File: config.mk
export PLATFORM = sky130hd
export DESIGN_NAME = rx_frame_sequencer_flat
export DESIGN_NICKNAME = d
export VERILOG_FILES = /design/src/rtl/rx_frame_sequencer_if.sv /design/src/rtl/rx_frame_sequencer.sv /design/src/flat_wrapper.sv
export SDC_FILE = /design/constraint.sdc
export NUM_CORES = 1
export LEC_CHECK = 0
export ABC_AREA = 1
export BUFFER_PORTS_ARGS = -buffer_cell sky130_fd_sc_hd__buf_4
export CAP_MARGIN = 20
export CORE_MARGIN = 5
export CORE_UTILIZATION = 49
export DETAILED_ROUTE_END_ITERATION = 16
export PLACE_DENSITY_LB_ADDON = 0.12
export SLEW_MARGIN = 15
export SYNTH_ARGS = -nofsm -noshare
export SYNTH_HDL_FRONTEND = slang
export SYNTH_SLANG_ARGS = --single-unit
File: constraint.sdc
create_clock -name clk -period 1.6 [get_ports clk]
set_clock_uncertainty 0.2 [all_clocks]
set_input_delay 0.24 -clock clk [delete_from_list [all_inputs] [get_ports clk]]
set_output_delay 0.24 -clock clk [all_outputs]
set_load 0.1 [all_outputs]
File: src/rtl/rx_frame_sequencer_if.sv
// Handshake and data bundle between the SPI slave front end, the frame sequencer and
// the downstream consumer. The sequencer uses the master view; its environment uses slave.
interface rx_frame_sequencer_if #(
    parameter int unsigned DATA_W  = 8,
    parameter int unsigned TYPE_W  = 2,
    parameter int unsigned MAX_LEN = 16
);
    localparam int unsigned LEN_W = $clog2(MAX_LEN + 1);

    logic              recieve;
    logic              spi_ready;
    logic [DATA_W-1:0] spi_data;
    logic              spi_begin;
    logic [TYPE_W-1:0] im_type;
    logic              pass_data;
    logic [DATA_W-1:0] data_out;
    logic [LEN_W-1:0]  frame_len;
    logic              frame_done;
    logic [1:0]        frame_err;
    logic              busy;

    modport master (
        input  recieve, spi_ready, spi_data,
        output spi_begin, im_type, pass_data, data_out, frame_len, frame_done, frame_err, busy
    );

    modport slave (
        output recieve, spi_ready, spi_data,
        input  spi_begin, im_type, pass_data, data_out, frame_len, frame_done, frame_err, busy
    );
endinterface

File: src/rtl/rx_frame_sequencer.sv
// Frame-level SPI receive sequencer: requests words, captures an optional header type,
// forwards payload and ends the frame on STOP word, length overflow or ready timeout.
module rx_frame_sequencer #(
    parameter int unsigned       DATA_W    = 8,
    parameter int unsigned       TYPE_W    = 2,
    parameter logic [DATA_W-1:0] STOP_WORD = 8'hCC,
    parameter int unsigned       MAX_LEN   = 16,
    parameter bit                HDR_EN    = 1'b1,
    parameter int unsigned       TIMEOUT   = 64
) (
    input logic                  clk,
    input logic                  reset,
    rx_frame_sequencer_if.master bus
);
    localparam int unsigned LEN_W = $clog2(MAX_LEN + 1);
    localparam int unsigned TMR_W = (TIMEOUT > 2) ? $clog2(TIMEOUT) : 1;
    localparam logic [TMR_W-1:0] TMR_LAST = TMR_W'((TIMEOUT > 0) ? TIMEOUT - 1 : 0);
    localparam logic [LEN_W-1:0] LEN_MAX  = LEN_W'(MAX_LEN);

    typedef enum logic [2:0] {StIdle, StReq, StWait, StEval, StDone} state_t;

    state_t            state_q;
    logic              spi_ready_q;
    logic [DATA_W-1:0] word_q;
    logic [TMR_W-1:0]  timer_q;
    logic              hdr_q;
    logic              spi_begin_q;
    logic [TYPE_W-1:0] im_type_q;
    logic              pass_data_q;
    logic [DATA_W-1:0] data_out_q;
    logic [LEN_W-1:0]  frame_len_q;
    logic              frame_done_q;
    logic [1:0]        frame_err_q;
    logic              busy_q;
    logic              ready_edge;

    // A level already high when WAIT is entered is not a new word.
    assign ready_edge = bus.spi_ready & ~spi_ready_q;

    always_ff @(posedge clk) begin
        if (reset) begin
            state_q      <= StIdle;
            spi_ready_q  <= 1'b0;
            word_q       <= '0;
            timer_q      <= '0;
            hdr_q        <= 1'b0;
            spi_begin_q  <= 1'b0;
            im_type_q    <= '0;
            pass_data_q  <= 1'b0;
            data_out_q   <= '0;
            frame_len_q  <= '0;
            frame_done_q <= 1'b0;
            frame_err_q  <= 2'b00;
            busy_q       <= 1'b0;
        end else begin
            spi_ready_q  <= bus.spi_ready;
            spi_begin_q  <= 1'b0;
            pass_data_q  <= 1'b0;
            frame_done_q <= 1'b0;
            unique case (state_q)
                StIdle: begin
                    if (bus.recieve) begin
                        state_q     <= StReq;
                        frame_len_q <= '0;
                        frame_err_q <= 2'b00;
                        hdr_q       <= HDR_EN;
                        spi_begin_q <= 1'b1;
                        busy_q      <= 1'b1;
                    end
                end
                StReq: begin
                    timer_q <= '0;
                    state_q <= StWait;
                end
                StWait: begin
                    if (ready_edge) begin
                        word_q  <= bus.spi_data;
                        state_q <= StEval;
                    end else if (TIMEOUT != 0 && timer_q == TMR_LAST) begin
                        state_q      <= StDone;
                        frame_err_q  <= 2'b10;
                        frame_done_q <= 1'b1;
                    end else if (TIMEOUT != 0) begin
                        timer_q <= timer_q + TMR_W'(1);
                    end
                end
                StEval: begin
                    // Header is consumed before any STOP comparison.
                    if (hdr_q) begin
                        im_type_q   <= word_q[TYPE_W-1:0];
                        hdr_q       <= 1'b0;
                        state_q     <= StReq;
                        spi_begin_q <= 1'b1;
                    end else if (word_q == STOP_WORD) begin
                        state_q      <= StDone;
                        frame_err_q  <= 2'b00;
                        frame_done_q <= 1'b1;
                    end else if (frame_len_q == LEN_MAX) begin
                        state_q      <= StDone;
                        frame_err_q  <= 2'b01;
                        frame_done_q <= 1'b1;
                    end else begin
                        pass_data_q <= 1'b1;
                        data_out_q  <= word_q;
                        frame_len_q <= frame_len_q + LEN_W'(1);
                        state_q     <= StReq;
                        spi_begin_q <= 1'b1;
                    end
                end
                StDone: begin
                    state_q <= StIdle;
                    busy_q  <= 1'b0;
                end
                default: state_q <= StIdle;
            endcase
        end
    end

    assign bus.spi_begin  = spi_begin_q;
    assign bus.im_type    = im_type_q;
    assign bus.pass_data  = pass_data_q;
    assign bus.data_out   = data_out_q;
    assign bus.frame_len  = frame_len_q;
    assign bus.frame_done = frame_done_q;
    assign bus.frame_err  = frame_err_q;
    assign bus.busy       = busy_q;
endmodule

File: src/flat_wrapper.sv
// flat-port wrapper written by rule: the top's interface ports become plain ports
module rx_frame_sequencer_flat 
#(
    parameter int unsigned       DATA_W    = 8,
    parameter int unsigned       TYPE_W    = 2,
    parameter logic [DATA_W-1:0] STOP_WORD = 8'hCC,
    parameter int unsigned       MAX_LEN   = 16,
    parameter bit                HDR_EN    = 1'b1,
    parameter int unsigned       TIMEOUT   = 64
)
  (clk, reset, bus_recieve, bus_spi_ready, bus_spi_data, bus_spi_begin, bus_im_type, bus_pass_data, bus_data_out, bus_frame_len, bus_frame_done, bus_frame_err, bus_busy);
  rx_frame_sequencer_if #(.DATA_W(DATA_W), .TYPE_W(TYPE_W), .MAX_LEN(MAX_LEN)) bus_i ();
  input logic clk;
  input logic reset;
  input wire logic [$bits(bus_i.recieve)-1:0] bus_recieve;
  input wire logic [$bits(bus_i.spi_ready)-1:0] bus_spi_ready;
  input wire logic [$bits(bus_i.spi_data)-1:0] bus_spi_data;
  output wire logic [$bits(bus_i.spi_begin)-1:0] bus_spi_begin;
  output wire logic [$bits(bus_i.im_type)-1:0] bus_im_type;
  output wire logic [$bits(bus_i.pass_data)-1:0] bus_pass_data;
  output wire logic [$bits(bus_i.data_out)-1:0] bus_data_out;
  output wire logic [$bits(bus_i.frame_len)-1:0] bus_frame_len;
  output wire logic [$bits(bus_i.frame_done)-1:0] bus_frame_done;
  output wire logic [$bits(bus_i.frame_err)-1:0] bus_frame_err;
  output wire logic [$bits(bus_i.busy)-1:0] bus_busy;
  assign bus_i.recieve = bus_recieve;
  assign bus_i.spi_ready = bus_spi_ready;
  assign bus_i.spi_data = bus_spi_data;
  assign bus_spi_begin = bus_i.spi_begin;
  assign bus_im_type = bus_i.im_type;
  assign bus_pass_data = bus_i.pass_data;
  assign bus_data_out = bus_i.data_out;
  assign bus_frame_len = bus_i.frame_len;
  assign bus_frame_done = bus_i.frame_done;
  assign bus_frame_err = bus_i.frame_err;
  assign bus_busy = bus_i.busy;
  rx_frame_sequencer #(.DATA_W(DATA_W), .TYPE_W(TYPE_W), .STOP_WORD(STOP_WORD), .MAX_LEN(MAX_LEN), .HDR_EN(HDR_EN), .TIMEOUT(TIMEOUT)) u_core (.clk(clk), .reset(reset), .bus(bus_i));
endmodule
Yosys cells after proc, flatten, opt, wreduce, memory -nomap -nowiden. Index checks and enable logic that the tools add are counted.

RAM bits: 0. Latch bits: 0. Word-level logic and storage cells: 88. Bits in registers: 40. Memories: 0. Output and inout bits: 21. Input bits: 12. Memory bits (read-only): 0.

Bitwise operators: 6. $add $sub $neg: 2. Divide/modulo/power cells: 0. Mux-type cells: 36. Equal/unequal tests: 16. Reductions and logical operators: 15. Shifts and indexed selects: 0. Multipliers: 0. $lt $le $gt $ge: 0.

Operators by type and width (number): two-way mux 5 bit (4); two-way mux 3 bit (6); two-way mux 2 bit (6); two-way mux 6 bit (2); != test 2 bit, second input constant (6); one-hot mux 3 bit (4 select lines) (1); one-hot mux 6 bit (2 select lines) (1); two-way mux 1 bit (10); one-hot mux 5 bit (2 select lines) (1); AND reduction 2 bit (5); equality test 8 bit, second input constant (1); one-hot mux 1 bit (2 select lines) (4); adder 6 x 1 -> 6 bit, second input constant (1); equality test 3 x 2 -> 1 bit, second input constant (2); equality test 6 bit, second input constant (1); != test 3 x 1 -> 1 bit, second input constant (2); one-hot mux 2 bit (3 select lines) (1); AND reduction 6 bit (1); nonzero test 2 bit (3); adder 5 x 1 -> 5 bit, second input constant (1); equality test 5 bit, second input constant (1); NOT 1 bit (5); AND reduction 5 bit (1); AND reduction 4 bit (1); other kinds (8) (8).

Logic depth before layout (Yosys ltp). Gate-level depths: netlist (run 1).

Word-level depth: 5. Gate-level depth with buffers: 12. Mapped depth without buffers: 11.

Worst setup path before layout (run 1). No wires, ideal clock.

Kind: reg-to-reg. From: register u_core.frame_len_q[0], in the netlist u_core.bus.frame_len[0]. To: register u_core.data_out_q[0], in the netlist u_core.bus.data_out[0]. Period minus slack after synthesis: 2364 ps. Required time: 1268 ps. Setup time: 132 ps. Cell stages (with the launch flop): 11. Arrival: 2031 ps. Buffers on the path: 0. Slack: -764 ps. Path through: dfxtp_1 inv_1 ha_1 nand2_1 inv_1 nand2_1 nand2_2 nor2_4 nand2_1 nand2_1 a21oi_1.

Longest elaborated chain between the ends: 3.

RTL lines: from (decl) (line rx_frame_sequencer.sv:31) `logic [LEN_W-1:0] frame_len_q;`; from (signal assigned) (line rx_frame_sequencer.sv:105) `frame_len_q <= frame_len_q + LEN_W'(1);`; equality test 5 bit (line rx_frame_sequencer.sv:98) `end else if (frame_len_q == LEN_MAX) begin`; NOT 1 bit (no line); AND reduction 4 bit (no line); to (signal assigned) (line rx_frame_sequencer.sv:104) `data_out_q <= word_q;`; to (decl) (line rx_frame_sequencer.sv:30) `logic [DATA_W-1:0] data_out_q;`.

No other way between the ends. A chain may end at the register's enable or synchronous reset.

Worst setup path in the final report (run 1).
From: register u_core.frame_len_q[0], in the netlist u_core.bus.frame_len[0]. To: register u_core.data_out_q[2], in the netlist u_core.bus.data_out[2].

Same word-level chain as after synthesis.

==> results.md, run 1 <==
* Status: finished with violations
* Failing checks: negative setup slack
* CTS clock-pin slew for the worst setup and hold paths at 80 ps
* DRT iter0 DRCs at 160
* Pwr dens at 1060 nW/µm²
* Fill count at 303
* Int Power at 1.81 mW
* Diodes inserted at 0
* Number of global-route vias before repair at 1590
* Area contributors post-synth: dfxtp_1 (44%), nand2_1 (11%), a21oi_1 (7.9%)
* Crit Path Class: register to register
* Final worst setup slack at -50.2 ps
* Clock sinks at 40
* Area added between synthesis and finish at 45.9%
* Antenna Nets Post-Route at 0
* Clk root buf: clkbuf_8
* Syn Inst Count at 259
* Largest net degree at the start of global routing at 23
* Met3 Wirelength at 230 µm
* Vias at 1855
* CP arrival at 1630 ps
* Fin crit period at 1650 ps
* Fmax at 0.606 GHz
* Comb pwr share at 31.3%
* Nature of the critical path endpoint: register
* Worst vdd ir at 0.769 mV
* WL met1 at 2.07 mm
* Share of power burned in registers at 39.8%
* Worst slew pin tran at 506 ps
* Startpoint types: register
* Main synth FF type: dfxtp_1
* Core area at 3630 µm²
* Fin area at 2680 µm²
* Sw frac at 36.1%
* Yosys top cell area share at 43.6%
* Max cap viols at 0
* Vias/cell at 4.99
* Async S/R FF share, synth at 0%
* Rows at 22
* First-pass GRT wire length at 6.93 mm
* Tot GR Track Use at 17.2%
* Overall Power at 2.83 mW
* CP required at 1580 ps
* Leakage Power at 1.15 nW
* Ys Warns at 0
* Initial antenna violation count at 0
* Nets@finish at 338
* Die ar. at 5070 µm²
* H-tree levels at 2
* Drt pass-1 iters at 6
* Commonest non-fill, non-tap cell in the layout: buf_4
* Max FO, Critical Path at 5
* Drt wl/cell at 12.6 µm
* Share of layout cells above drive strength 1 at 40.7%
* Commonest cells after routing, fill and taps aside: buf_4 (53), nand2_1 (42), nor2_1 (34)
* Final-report hold violation count at 0
* Post-synth top area cell: dfxtp_1
* Clock network power share at 28.9%
* Worst slew margin at 66.2%
* Port Buffers at 32
* Avg Synthesized Cell Area at 7.09 µm²
* Flops & latches, synth at 40
* RSZ-0062 raised after global routing: yes
* Die H at 71.2 µm
* Tcrit/Tclk final at 103%
* Syn nets at 274
* Max-slew violation count at 0
* Met2 routed WL at 2.33 mm
* Drc violations at 0
* Sequential share of the synthesized area at 43.6%
* Grt total ovfl at 0
* Dpl hpwl at 3.17 mm
* Area after DPL at 2240 µm²
* Die X at 71.2 µm
* Clk_lat worst skew at 300 ps
* Max Root-Sink Buffers at 2
* Initial Utilization at 50.5%
* Netlist Area Pre-Place at 1840 µm²
* Worst Hold Class: primary input to register
* WL final at 4.70 mm
* Final setup vio count at 9
* Sw power at 1.02 mW
* Post-synth EDFFs at 0
* CTS tree: done
* Placer Congestion at 0.839
* CTS Buf Count at 5
* Count of cell types in the netlist at 25
* # IOs at 33
* Max layer used: met4
## state kept, by name (all words and copies together), names as in the netlist
register	flops
u_core.bus.frame_done	1
u_core.spi_ready_q	1
u_core.word_q	8
u_core.bus.spi_begin	1
u_core.bus.busy	1
u_core.bus.frame_err	2
u_core.hdr_q	1
u_core.state_q	3
u_core.bus.frame_len	5
u_core.timer_q	6
u_core.bus.pass_data	1
u_core.bus.data_out	8
u_core.bus.im_type	2
## area by class of cell
type,count,area [µm²],share of cell area (%)
Clock buffer,5,68.8,2.57
Clock inverter,3,41.3,1.54
Inverter,31,125,4.67
Multi-Input combinational cell,183,1060,39.8
Sequential cell,40,825,30.8
Tap cell,48,60.1,2.24
Timing Repair Buffer,62,493,18.4
## critical path: stages, from the launching register on
cell and delay (ps):
dfxtp_4 360, inv_4 40, ha_4 150, nand2_4 50
inv_2 30, nand2_2 70, nand2_2 70, nor2_4 200
buf_6 160, nand2_8 70, nand2_2 80, a21oi_2 40
## worst paths after layout
path         slack [ps]                                   to                            startpoint  cells past startpoint
min                   8        u_core.word_q[5]$_SDFFE_PP0P_                       bus_spi_data[5]                      3
min reg2reg         260  u_core.bus.data_out[2]$_SDFFE_PP0P_   u_core.bus.data_out[2]$_SDFFE_PP0P_                      2
max reg2reg         -50  u_core.bus.data_out[2]$_SDFFE_PP0P_  u_core.bus.frame_len[0]$_SDFFE_PP0P_                     11
max                 -50  u_core.bus.data_out[2]$_SDFFE_PP0P_  u_core.bus.frame_len[0]$_SDFFE_PP0P_                     11
## power groups by stage
stage	Sequential [mW]	Clock [mW]	Combinational, mW
floorplan	1.35	0	0.367
global placement	1.14	0	0.767
detailed placement	1.14	0	0.776
CTS	1.12	0.830	0.803
global route	1.14	0.891	0.956
finish	1.13	0.818	0.886
## per-stage QoR
step | utilization, % | hold slack (ps) | setup slack (ps) | TNS, ps | instances
after floorplan | - | 109 | -96.6 | -784 | 259
after global placement | 61.7 | 247 | -50.3 | -220 | 346
after detailed placement | 61.7 | 256 | -64.7 | -281 | 346
after CTS | 66.3 | 0.875 | 8.65 | 0 | 359
after global routing | 73.7 | 18.2 | -131 | -1640 | 372
final | 73.7 | 8.05 | -50.2 | -360 | 372
## layer usage
metal	up-vias	global-route usage [%]
li1	969	-
met5	-	0
met4	0	6.68
met2	47	28.0
met1	834	21.6
met3	5	4.83
## cells by family (layout without fill, tap and decap cells)
group	count (synthesis)	count (layout)	synth area share [%]
buffers and inverters	37	101	8.11
xor gates and xnor gates	4	4	1.91
DFF	40	40	43.6
and+or+nand+nor	132	133	32.4
AOI/OAI and AO/OA	43	43	11.9
adders and majority gates	3	3	2.05
## cell usage after synthesis, types with 2 or more instances
cell type  instances
inv_1             22
a21oi_1           29
nand2_2            4
nand4_1            5
dfxtp_1           40
o21ai_1           12
nor2_2             2
nor3_1             2
nor2_1            37
nor2_4             2
ha_1               3
nand2_1           56
nand3b_1           2
clkbuf_1           4
inv_2              8
nand3_1           19
xor2_1             4
## timing repair
action                                 in CTS  in global routing
pin swaps                                   0                 25
gates cloned                                0                  1
hold buffers                                5                  0
setup buffers                               0                 12
endpoints found under the hold margin       5                  0
gates resized for setup                     3                 48
setup endpoints to repair                   5                 22
Power figures use the tool's default switching activity.
==> run 2: changes to the inputs <==
--- a/config.mk
+++ b/config.mk
@@ -10,8 +10,9 @@
 export CAP_MARGIN = 20
 export CORE_MARGIN = 5
 export CORE_UTILIZATION = 49
+export CTS_CLUSTER_SIZE = 40
 export DETAILED_ROUTE_END_ITERATION = 16
-export PLACE_DENSITY_LB_ADDON = 0.12
+export PLACE_DENSITY_LB_ADDON = 0.2
 export SLEW_MARGIN = 15
 export SYNTH_ARGS = -nofsm -noshare
 export SYNTH_HDL_FRONTEND = slang
==> run 2 against run 1 <==
  * The run still ends with negative setup slack left
  * Maximum frequency increased by 1.9%
  * Sequential power about the same
  * Setup slack improved by 31 ps
  * Cell count decreased by 2.7%
  * Register-to-register slack improved by 30 ps
  * Critical path depth decreased by 1
  * Total power increased by 2.1%
  * Critical endpoint is now u_core.bus.data_out[0]$_SDFFE_PP0P_
==> results.md, run 2 (synthesis gave the netlist of run 1 again) <==
* Status: finished with violations
* Failing checks: negative setup slack
* Initial antenna violation count at 0
* CP required at 1630 ps
* CTS tree: done
* Tot GR Track Use at 17.6%
* Core area at 3630 µm²
* Int Power at 1.88 mW
* Clock network power share at 31.6%
* Max-slew violation count at 0
* CP arrival at 1650 ps
* Clk_lat worst skew at 300 ps
* Sw frac at 35.0%
* Fmax at 0.618 GHz
* Leakage Power at 1.10 nW
* Grt total ovfl at 0
* Worst slew pin tran at 336 ps
* Rows at 22
* Largest net degree at the start of global routing at 23
* Share of power burned in registers at 39.3%
* Clock sinks at 40
* Drt pass-1 iters at 4
* First-pass GRT wire length at 7.20 mm
* Commonest non-fill, non-tap cell in the layout: nand2_1
* Nature of the critical path endpoint: register
* Clk root buf: clkbuf_8
* Area after DPL at 2220 µm²
* Comb pwr share at 29.1%
* Max FO, Critical Path at 7
* Area added between synthesis and finish at 38.7%
* Max cap viols at 0
* Overall Power at 2.89 mW
* Startpoint types: register
* CTS clock-pin slew for the worst setup and hold paths at 80 ps
* Vias/cell at 5.01
* Worst vdd ir at 0.704 mV
* Final worst setup slack at -19.3 ps
* DRT iter0 DRCs at 58
* # IOs at 33
* Fin area at 2550 µm²
* Placer Congestion at 0.952
* Non-filler cells, final at 362
* Drt wl/cell at 12.4 µm
* Die ar. at 5070 µm²
* Nets@finish at 329
* Sw power at 1.01 mW
* RSZ-0062 raised after global routing: yes
* Min Hold Slack at 8.24 ps
* Die X at 71.2 µm
* Port Buffers at 32
* H-tree levels at 2
* WL final at 4.48 mm
* Commonest cells after routing, fill and taps aside: nand2_1 (50), buf_4 (49), nor2_1 (35)
* Fin crit period at 1620 ps
* Crit Path Class: register to register
* Vias at 1812
* Post-Route Utilization at 70.1%
* Pwr dens at 1140 nW/µm²
* Post-Route Setup TNS at -19.3 ps
* Crit path cell chain: inv_2, ha_4, nand2_4, inv_2, nand2_2, nand2_2, nor2_4, buf_6, nand3_1, a21oi_2
* DP Cell Count at 343
* Final setup vio count at 1
* Worst Hold Class: primary input to register
* Worst slew margin at 77.5%
* Tcrit/Tclk final at 101%
* Initial Utilization at 50.5%
* Max stage delay on crit path at 370 ps
* Share of layout cells above drive strength 1 at 33.4%
* Die H at 71.2 µm
* Final-report hold violation count at 0
* Number of global-route vias before repair at 1623
* Dpl hpwl at 3.22 mm
* Crit-path slowest cell: dfxtp_4
* Max Root-Sink Buffers at 2
* Placement-stage worst setup slack at -45.5 ps
* CTS Buf Count at 5
* Diodes inserted at 0
* Antenna Nets Post-Route at 0
* Drc violations at 0
## run 2: cell types whose count changed in the layout (fill, tap and decap cells not counted), moves of 2 or more
cell,change
dfxtp_2,-5
nand2_4,-2
nand2_2,-6
dfxtp_4,+2
dfxtp_1,+3
buf_4,-4
a21oi_2,-6
inv_4,-2
nor2_2,-2
buf_6,-3
a21oi_1,+6
nand2_1,+8
## run 2: final timing paths
kind                                          to                            startpoint  cells past startpoint  slack [ps]
max          u_core.bus.data_out[0]$_SDFFE_PP0P_  u_core.bus.frame_len[1]$_SDFFE_PP0P_                     10         -20
min                u_core.word_q[1]$_SDFFE_PP0P_                       bus_spi_data[1]                      3           8
max reg2reg  u_core.bus.data_out[0]$_SDFFE_PP0P_  u_core.bus.frame_len[1]$_SDFFE_PP0P_                     10         -20
min reg2reg  u_core.bus.data_out[5]$_SDFFE_PP0P_   u_core.bus.data_out[5]$_SDFFE_PP0P_                      2         260
## run 2: worst max-delay path: cells and delay by family, from the launching register on
kind | cells | cell delay, ps
compound gates | 1 | 130
fa+ha+maj | 1 | 150
buf+inv | 3 | 230
flops | 1 | 370
simple gates | 5 | 480
## run 2: cell type report
class / count / area, µm²
Clock inverter: 1 / 30.0
Multi-Input combinational cell: 182 / 995
Tap cell: 48 / 60.1
Inverter: 31 / 123
Timing Repair Buffer: 54 / 419
Sequential cell: 40 / 826
Clock buffer: 6 / 93.8
Fill cell: 313 / 1090
## run 2: layer usage
layer / global-route usage [%] / vias up / routed length [µm]
li1: - / 937 / -
met1: 22.0 / 825 / 2010
met2: 28.4 / 41 / 2150
met3: 5.11 / 9 / 232
met4: 6.89 / 0 / 84
met5: 0 / - / 0
## run 2: power groups by stage
stage,registers (mW),logic (mW),clock network (mW)
3_3_place_gp,1.14,0.754,0
4_1_cts,1.12,0.779,0.921
5_1_grt,1.14,0.912,0.969
2_1_floorplan,1.35,0.367,0
6_report,1.14,0.842,0.915
3_5_place_dp,1.14,0.767,0
## run 2: repair_timing
item,4_1_cts,5_1_grt
hold buffers,4,0
buffers inserted,0,8
endpoints found under the setup margin,6,22
endpoints found under the hold margin,4,0
gates resized for setup,4,24
pin swaps,0,10
==> run 3: changes to the inputs <==
--- a/config.mk
+++ b/config.mk
@@ -6,12 +6,12 @@
 export NUM_CORES = 1
 export LEC_CHECK = 0
 export ABC_AREA = 1
-export BUFFER_PORTS_ARGS = -buffer_cell sky130_fd_sc_hd__buf_4
 export CAP_MARGIN = 20
 export CORE_MARGIN = 5
-export CORE_UTILIZATION = 49
+export CORE_UTILIZATION = 51
 export CTS_CLUSTER_SIZE = 40
 export DETAILED_ROUTE_END_ITERATION = 16
+export DONT_BUFFER_PORTS = 1
 export PLACE_DENSITY_LB_ADDON = 0.2
 export SLEW_MARGIN = 15
 export SYNTH_ARGS = -nofsm -noshare
==> run 3 against run 2 <==
  * The run ends with negative hold slack, negative setup slack left
  * Utilization is 2.0 points higher
  * Total power down 8.5%
  * Flip-flop and latch count stayed put
  * Cell count down 2.2%
  * Via count increased by 0.17%
  * Critical path depth stayed put
  * Critical endpoint is now u_core.bus.data_out[7]$_SDFFE_PP0P_
  * Highest routed layer unchanged
==> results.md, run 3 (synthesis gave the netlist of run 1 again) <==
* Status: finished with violations
* Failing checks: negative hold slack, negative setup slack
* Worst slew pin tran at 295 ps
* Drt pass-1 iters at 4
* Clk_lat worst skew at 360 ps
* Commonest non-fill, non-tap cell in the layout: nand2_1
* Drc violations at 0
* Worst vdd ir at 0.769 mV
* H-tree levels at 2
* Port Buffers at 0
* Grt total ovfl at 0
* Largest net degree at the start of global routing at 24
* First-pass GRT wire length at 7.12 mm
* Antenna Nets Post-Route at 0
* Worst path buffer plus inverter count at 3
* Die H at 70.0 µm
* Nature of the critical path endpoint: register
* Clk root buf: clkbuf_4
* Busiest grt layer: met2
* Worst min-delay path startpoint: reset
* Area after DPL at 2150 µm²
* Max Root-Sink Buffers at 2
* Final worst setup slack at -20.5 ps
* Met3 GRT Util at 5.74%
* CTS tree: done
* RSZ-0062 raised after global routing: yes
* Fill count at 273
* Nets@finish at 322
* Max cap viols at 0
* Reg area at 826 µm²
* Initial antenna violation count at 0
* Placer Congestion at 0.835
* CP arrival at 1720 ps
* Die X at 70.0 µm
* Fin area at 2460 µm²
* Hold_buf cts at 12
* Reg2Reg Launch Point: u_core.bus.frame_len[1]$_SDFFE_PP0P_
* Min Hold Slack at -271 ps
* Max stage delay on crit path at 380 ps
* Initial Utilization at 53.7%
* Leakage Power at 1.05 nW
* WL final at 4.45 mm
* Worst Hold Class: primary input to register
* Drt wl/cell at 12.6 µm
* Vias/cell at 5.13
* Crit-path slowest cell: dfxtp_4
* Worst slew margin at 80.4%
* Fin crit period at 1620 ps
* CP required at 1700 ps
* Tot GR Track Use at 17.9%
* Dpl hpwl at 3.03 mm
* Fmax at 0.617 GHz
* CTS Buf Count at 5
* Post-Route Setup TNS at -37.0 ps
* DRT iter0 DRCs at 102
* CP most frequent cell: nand2_2
* Max FO, Critical Path at 8
* Crit Path Class: register to register
* Vias at 1815
* Tcrit/Tclk final at 101%
* Core area at 3420 µm²
* Number of global-route vias before repair at 1588
* GR Layer Usage met2 at 30.5%
* Share of layout cells above drive strength 1 at 30.5%
* Crit path from: u_core.bus.frame_len[1]$_SDFFE_PP0P_
* Cell family with most CP delay: simple AND/OR/NAND/NOR gates
* Crit path cell chain: inv_2, ha_4, nand2_2, inv_2, nand2_2, nand2_2, nor2_4, buf_12, nand3_1, a21oi_1
* Area of the multi-input gates at 983 µm²
* GR met1 Demand/Resource at 21.0%
* Rows at 21
* Final setup vio count at 4
* Commonest cells after routing, fill and taps aside: nand2_1 (50), buf_4 (34), nor2_1 (32)
* Die ar. at 4900 µm²
* Area added between synthesis and finish at 34.1%
* Final-report hold violation count at 21
* Pwr dens at 1070 nW/µm²
* Max-slew violation count at 0
* CTS clock-pin slew for the worst setup and hold paths at 130 ps
* Startpoint types: register
* # IOs at 33
* Clock sinks at 40
* Diodes inserted at 0
## run 3: cell types whose count changed in the layout (fill, tap and decap cells not counted), moves of 2 or more
| cell | change |
|---|---|
| buf_4 | -15 |
| dlygate4sd3_1 | +8 |
| clkbuf_4 | +5 |
| clkbuf_8 | -5 |
| nor2_2 | +4 |
| nor2_1 | -3 |
| nand3_1 | +2 |
## run 3: worst register-to-register path: stages (launching register included)
cell     delay, ps
dfxtp_4        380
inv_2           40
ha_4           150
nand2_2         60
inv_2           30
nand2_2         70
nand2_2         70
nor2_4         200
buf_12         150
nand3_1         70
a21oi_1        130
## run 3: worst paths after layout
kind	end	slack, ps	cells past startpoint
worst min register to register	u_core.bus.busy$_SDFFE_PP0P_	270	2
worst max register to register	u_core.bus.data_out[7]$_SDFFE_PP0P_	-20	10
worst max-delay path	u_core.bus.data_out[7]$_SDFFE_PP0P_	-20	10
worst min-delay path	u_core.bus.frame_len[4]$_SDFFE_PP0P_	-270	1
## run 3: timing repair
action / in CTS / in global routing
setup buffers: 0 / 3
endpoints found under the hold margin: 30 / 21
setup endpoints to repair: 5 / 23
resized for setup: 1 / 25
pin swaps: 0 / 11
## run 3: per-stage QoR
stage / hold slack (ps) / utilization (%) / std cells / setup slack, ps / total power [mW]
after floorplan: 109 / - / 259 / -96.6 / 1.72
after global placement: 104 / 63.0 / 331 / 28.4 / 1.87
after detailed placement: 106 / 63.0 / 331 / 0.598 / 1.88
after CTS: -280 / 68.9 / 351 / 16.4 / 2.58
after global routing: -305 / 72.1 / 354 / -67.3 / 2.77
final: -271 / 72.1 / 354 / -20.5 / 2.65
## run 3: cell type report
cell class	instances	area share, %
Clock buffer	5	1.53
Clock inverter	3	1.68
Inverter	31	4.88
Multi-Input combinational cell	182	40.0
Sequential cell	40	33.6
Tap cell	46	2.34
Timing Repair Buffer	47	16.1
## run 3: power by group
part	switching, mW	internal [mW]	leakage [nW]
clock network	0.352	0.327	0.0455
logic	0.578	0.258	0.677
registers	0.0606	1.07	0.331
## run 3: metal layers
metal / wire length (µm) / share of wire [%]
met3: 222 / 5.0
met1: 1920 / 43
met4: 57 / 1.3
met2: 2250 / 51
met5: 0 / 0
